### src/rtl/cpumc_loader.sv
// Byte-serial command loader in front of the CPU memory controller.
// Parses WRITE/READ/ECHO commands from the UART and drives the memory bus and tx FIFO.
module cpumc_loader (
    input  logic        clk,
    input  logic        rst_n,
    input  logic [7:0]  rx_data,
    input  logic        rx_valid,
    input  logic        tx_full,
    output logic [7:0]  tx_data,
    output logic        tx_wr,
    input  logic [7:0]  mem_dout,
    output logic [15:0] mem_addr,
    output logic [7:0]  mem_din,
    output logic        mem_wr,
    output logic        active
);

    localparam logic [3:0] S_IDLE    = 4'd0;
    localparam logic [3:0] S_HDR     = 4'd1;
    localparam logic [3:0] S_WDATA   = 4'd2;
    localparam logic [3:0] S_WSTROBE = 4'd3;
    localparam logic [3:0] S_RADDR   = 4'd4;
    localparam logic [3:0] S_RWAIT   = 4'd5;
    localparam logic [3:0] S_RSEND   = 4'd6;
    localparam logic [3:0] S_ECHO    = 4'd7;
    localparam logic [3:0] S_ESEND   = 4'd8;

    localparam logic [7:0] OP_WRITE = 8'h01;
    localparam logic [7:0] OP_READ  = 8'h02;
    localparam logic [7:0] OP_ECHO  = 8'h03;
    localparam logic [7:0] ERR_BYTE = 8'hEE;

    logic [3:0]  state;
    logic [1:0]  hdr_idx;
    logic        is_read;
    logic [15:0] cnt;

    assign active = (state != S_IDLE);
    // tx pushes are gated combinationally so a full FIFO never sees a strobe
    assign tx_wr  = ((state == S_RSEND) || (state == S_ESEND)) && !tx_full;

    always_ff @(posedge clk or negedge rst_n) begin
        if (!rst_n) begin
            state    <= S_IDLE;
            hdr_idx  <= 2'd0;
            is_read  <= 1'b0;
            cnt      <= 16'h0000;
            mem_addr <= 16'h0000;
            mem_din  <= 8'h00;
            mem_wr   <= 1'b0;
            tx_data  <= 8'h00;
        end else begin
            case (state)
                S_IDLE: begin
                    if (rx_valid) begin
                        hdr_idx <= 2'd0;
                        case (rx_data)
                            OP_WRITE: begin
                                is_read <= 1'b0;
                                state   <= S_HDR;
                            end
                            OP_READ: begin
                                is_read <= 1'b1;
                                state   <= S_HDR;
                            end
                            OP_ECHO: state <= S_ECHO;
                            default: begin
                                tx_data <= ERR_BYTE;
                                state   <= S_ESEND;
                            end
                        endcase
                    end
                end
                S_HDR: begin
                    if (rx_valid) begin
                        hdr_idx <= hdr_idx + 2'd1;
                        case (hdr_idx)
                            2'd0: mem_addr[7:0]  <= rx_data;
                            2'd1: mem_addr[15:8] <= rx_data;
                            2'd2: cnt[7:0]       <= rx_data;
                            default: begin
                                cnt[15:8] <= rx_data;
                                if ({rx_data, cnt[7:0]} == 16'h0000)
                                    state <= S_IDLE;
                                else
                                    state <= is_read ? S_RADDR : S_WDATA;
                            end
                        endcase
                    end
                end
                S_WDATA: begin
                    if (rx_valid) begin
                        mem_din <= rx_data;
                        mem_wr  <= 1'b1;
                        cnt     <= cnt - 16'd1;
                        state   <= S_WSTROBE;
                    end
                end
                S_WSTROBE: begin
                    // Post-increment; a byte landing now gets its strobe at the new address next cycle
                    mem_addr <= mem_addr + 16'd1;
                    if (cnt == 16'h0000) begin
                        mem_wr <= 1'b0;
                        state  <= S_IDLE;
                    end else if (rx_valid) begin
                        mem_din <= rx_data;
                        mem_wr  <= 1'b1;
                        cnt     <= cnt - 16'd1;
                    end else begin
                        mem_wr <= 1'b0;
                        state  <= S_WDATA;
                    end
                end
                S_RADDR: state <= S_RWAIT;
                S_RWAIT: begin
                    tx_data <= mem_dout;
                    state   <= S_RSEND;
                end
                S_RSEND: begin
                    if (!tx_full) begin
                        cnt      <= cnt - 16'd1;
                        mem_addr <= mem_addr + 16'd1;
                        state    <= (cnt == 16'd1) ? S_IDLE : S_RADDR;
                    end
                end
                S_ECHO: begin
                    if (rx_valid) begin
                        tx_data <= rx_data;
                        state   <= S_ESEND;
                    end
                end
                S_ESEND: begin
                    if (!tx_full)
                        state <= S_IDLE;
                end
                default: state <= S_IDLE;
            endcase
        end
    end

endmodule

### config.mk
export PLATFORM = sky130hd
export DESIGN_NAME = cpumc_loader
export DESIGN_NICKNAME = d
export VERILOG_FILES = /design/src/rtl/cpumc_loader.sv
export SDC_FILE = /design/constraint.sdc
export NUM_CORES = 1
export LEC_CHECK = 0
export BUFFER_PORTS_ARGS = -buffer_cell sky130_fd_sc_hd__buf_4
export CAP_MARGIN = 20
export CORE_MARGIN = 10
export CORE_UTILIZATION = 60
export CTS_CLUSTER_DIAMETER = 200
export DETAILED_ROUTE_END_ITERATION = 16
export GPL_TIMING_DRIVEN = 0
export PLACE_DENSITY = 0.82
export SETUP_SLACK_MARGIN = 0.5
export SYNTH_ARGS = -nofsm -noshare
export SYNTH_HDL_FRONTEND = slang
export SYNTH_SLANG_ARGS = --single-unit
### constraint.sdc
create_clock -name clk -period 4.5 [get_ports clk]
set_input_delay 0 -clock clk [delete_from_list [all_inputs] [get_ports clk]]
set_output_delay 0 -clock clk [all_outputs]
set_load 0.01 [all_outputs]
After elaboration in Yosys (flattened, before gate mapping)
Cells that the tools add are included.

word-level totals
  RAM bits = 0
  bits in read-only memories = 0
  register bits after elaboration = 56
  memories = 0
  input bits = 20
  output and inout port bits = 35
  logic and storage cells = 108
  latch bits = 0

cells by class
  bitwise logic cells = 0
  muxes and demuxes = 41
  $lt $le $gt $ge = 0
  div/mod/pow operators = 0
  eq/ne operators = 27
  reduce and logical (&&, ||, !) cells = 27
  add/subtract/negate cells = 3
  shift operators = 0
  $mul = 0

operators by type and width
  kind                   number
  $mux 16                6
  $mux 8                 9
  $pmux 16 s4            1
  $pmux 16 s3            1
  $mux 4                 9
  $pmux 4 s9             1
  $logic_not 16->1       2
  $ne 2x2->1 const B     12
  $pmux 8 s3             1
  $add 16x1->16 const B  1
  $eq 16x1->1 const B    1
  $eq 4x3->1 const B     4
  $eq 8x2->1 const B     2
  $pmux 8 s2             1
  $sub 16x1->16 const B  1
  $reduce_and 4->1       3
  $reduce_and 5->1       2
  $mux 3                 3
  $eq 4x2->1 const B     2
  $eq 8x1->1 const B     1
  $pmux 4 s2             1
  $reduce_and 8->1       1
  $reduce_bool 4->1      2
  $reduce_and 3->1       2
  other kinds (20)       29

Longest topological paths before layout
  word-level depth = 5
  mapped depth = 8

Least setup slack after synthesis
Ideal clock, no wire load.

  path kind = reg2reg
  from = register cnt[12]
  to = register cnt[1]
  path buffers = 0
  data arrival time = 1.931 ns
  setup slack = 2.444 ns
  stages on the path, launching flop included = 5
  clock period less this slack = 2.056 ns
  cells stage by stage = dfrtp_1 > or4_4 > or4_4 > nand2_2 > mux2_2

between the ends
  cells in the longest elaborated chain, start to end = 3

RTL lines
  element                            RTL line  RTL
  start: declaration                 36        logic [15:0] cnt;
  start signal: assignment           82        cnt[15:8] <= rx_data;
  start signal: assignment           95        cnt <= cnt - 16'd1;
  start signal: assignment           108       cnt <= cnt - 16'd1;
  $logic_not 16->1                   102       if (cnt == 16'h0000) begin
  $ne 2x2->1 (no source line)        -
  $reduce_and 5->1 (no source line)  -

Every way passes these cells.
A chain may end at the register's enable or synchronous reset.

Worst setup path in the final report
  from = register cnt[0]
  to = register cnt[14]

between the ends
  cells in the longest elaborated chain, start to end = 4
  elaborated cells between the ends (all ways) = 8
  classes of those cells = add/sub: 1; eq/ne: 1; mux: 4; reduce/logical: 2

RTL lines
  element                   RTL line      RTL
  start signal: assignment  80            2'd2: cnt[7:0] <= rx_data;
  start signal: assignment  95
  start signal: assignment  108
  $sub 16x1->16             95, 108, 121
  $mux 16                   92, 105
  $mux 16                   102
  $pmux 16 s4               53            case (state)

Parallel ways exist; a longest one is shown, timed or not. The select of a mux whose other input is x is not followed.

==> results.md <==
- Run status: finished clean
- Root Buffer: clkbuf_8
- DRC: 0
- First-pass GRT wire length: roughly 17000 um
- CTS tree: done
- RSZ-0062 raised after global routing: false
- Netlist Area Pre-Place: roughly 3700 um2
- Num CTS Buffers: 5
- Wire per inst: a little under 20 um
- Dpl hpwl: approximately 7700 um
- Die X: between 90 and 100 um
- Hold Path Stages: 3
- Drt via density: roughly 6.5
- Async SR Flop Fraction: 100.0%
- Core Rows: 28
- Post-synth top area share: a little under two fifths
- Worst-Skew Late Latency: between 300 and 400 ps
- Clock skew: ~12 ps
- Synth unique cells: 66
- Final Hold Fails: 0
- # diodes: 0
- GRT Total Usage: roughly 22%
- Leakage: approximately 0.0018 uW
- Die footprint: a little under 10000 um2
- Number of flops mapped to enable cells by yosys: 0
- Power Density: slightly above 500 nW/um2
- Yosys reg bits: 56
- Core Area: 5921 um2
- Synth cell count leaders: dfrtp_1 (56), nand2_1 (34), a21oi_1 (31)
- Tmin final: roughly 2200 ps
- Largest net degree at the start of global routing: 57
- Port Buffers: between 50 and 60
- DP Worst Slack: 2290 ps
- Utilization after layout: 73.03%
- Final worst setup slack: about 2300 ps
- DRT iter0 DRCs: between 300 and 400
- Syn_area_per_cell: approximately 9.1 um2
- Reg2Reg Setup Slack: about 2300 ps
- Post-Syn Instances: between 400 and 500
- Final WL: between 10000 and 15000 um
- Critical path class: reg -> reg
- Routed via count: ~3.6k
- Reg clk slew, reported paths: 110 ps
- Antenna violations before repair: 0
- Fmax: ~0.44 GHz
- Detail Route Antenna Nets: 0
- Sum of negative setup slack: 0 ps
- IO Count: between 50 and 60
- Worst-case clock buffer depth: 2
- Remaining Overflow, GRT: 0
- Count leader, synth: dfrtp_1
- CTS Sinks: between 50 and 60
- Number of global-route vias before repair: 3352
- Hold Crit Class: in -> reg
- Crit path DAT: 2450 ps
- Post-synth top area cell: dfrtp_1
- Syn nets: between 400 and 500
- Starting Density: 61.86%
- Routability cong.: 0.9205
- Worst vdd ir: about 360 uV
- DIE HEIGHT: 98.13 um
- H-tree depth: 2
- Area Growth Syn to Fin: 18.07%
- Final setup fails: 0
- Layout Nets: ~500
- Worst setup EP type: flip-flop
- Main synth FF type: dfrtp_1
- CP Max Fanout: 9
- Worst-Margin Slew: around 760 ps
- Main area contributors after synthesis: dfrtp_1 (38%), a21oi_1 (4.2%), nand2_1 (3.5%)
- Tcrit/Tclk final: approximately 50%
- Startpoint type of the worst setup path: flip-flop
- Share of cells above drive strength 1: ~22%
- Maximum Capacitance Violations: 0
- WP data required: 4700 ps
- Ys Warns: 0
- Max-slew violations: 0
- Pre-antenna DRT Iters: 5
- Worst r2r path cells: 8
- Post-synthesis sequential area ratio: a little under two fifths
- Relative slew slack: between 40 and 50%
-- repair_timing --
| item | in CTS | in global routing |
|---|---|---|
| setup buffers | 0 | 0 |
| hold buffers | 7 | 1 |
| endpoints found under the hold margin | 62 | 1 |
| resized for setup | 0 | 0 |
-- flip-flops by register name, summed over array words and instances (netlist names) --
register / count
state: 4
is_read: 1
mem_addr: 16
tx_data: 8
cnt: 16
mem_wr: 1
mem_din: 8
hdr_idx: 2
-- cell families (layout without fill, tap and decap cells) --
| group | Yosys count | after routing | share of synthesized area, % |
|---|---|---|---|
| fa+ha+maj | 8 | 8 | 2.733 |
| compound gates | 136 | 136 | 25.59 |
| xor+xnor | 1 | 1 | 0.2392 |
| simple gates | 139 | 139 | 21.83 |
| buf+inv | 43 | 112 | 5.432 |
| mux | 19 | 19 | 5.911 |
| flops | 56 | 56 | 38.26 |
-- where the power goes --
| group | internal, uW | switching (uW) | total, uW |
|---|---|---|---|
| sequential | 696 | 219 | 916 |
| combinational | 498 | 528 | 1030 |
| clock | 111 | 183 | 295 |
-- routing by layer --
layer	wire (um)	GRT usage (%)
met1	4602	27.54
met2	5193	35.84
met3	837	5.144
met4	198	5.705
met5	0	0
-- worst paths after layout --
path	start	endpoint
max	cnt[0]	cnt[14]
min	mem_dout[6]	tx_data[6]
max reg2reg	cnt[0]	cnt[14]
min reg2reg	mem_din[7]	mem_din[7]
max in group asynchronous	rst_n	mem_wr
min in group asynchronous	rst_n	tx_data[0]
-- critical path: stages (launching register included) --
cell,delay [ps]
dfrtp_1,410
inv_1,110
ha_1,250
and2_0,140
clkbuf_1,170
a311oi_4,570
and2_1,190
buf_2,190
a21oi_1,90
-- through the flow --
stage,total power (uW),std cells,instance area (um2),hold WS [ps]
6_report,2236,546,4324,20.49
5_1_grt,2384,546,4324,13.22
3_5_place_dp,1938,530,4154,102.5
4_1_cts,2236,545,4314,2.429
3_3_place_gp,1907,530,4154,96.68
2_1_floorplan,1524,402,3662,-295.6
-- cells in the final DEF (no fill, tap or decap), types with 13 or more instances in the layout --
cell type and count:
inv_1 17, o21ai_0 18, nor2_1 22, a31oi_1 14
a21oi_1 31, o22ai_1 16, a2bb2oi_1 13, buf_4 54
nand2_1 34, dfrtp_1 56, nand3_1 21
-- cell type report --
class | instances | area (um2)
multi-input combinational | 303 | 2062
sequential | 56 | 1401
clock inverter | 3 | 21.27
fill | 466 | 1597
buffer | 26 | 135.1
timing repair buffer | 61 | 478.0
clock buffer | 5 | 68.82
inverter | 17 | 63.81
tap | 75 | 93.84
Power figures use the tool's default switching activity.
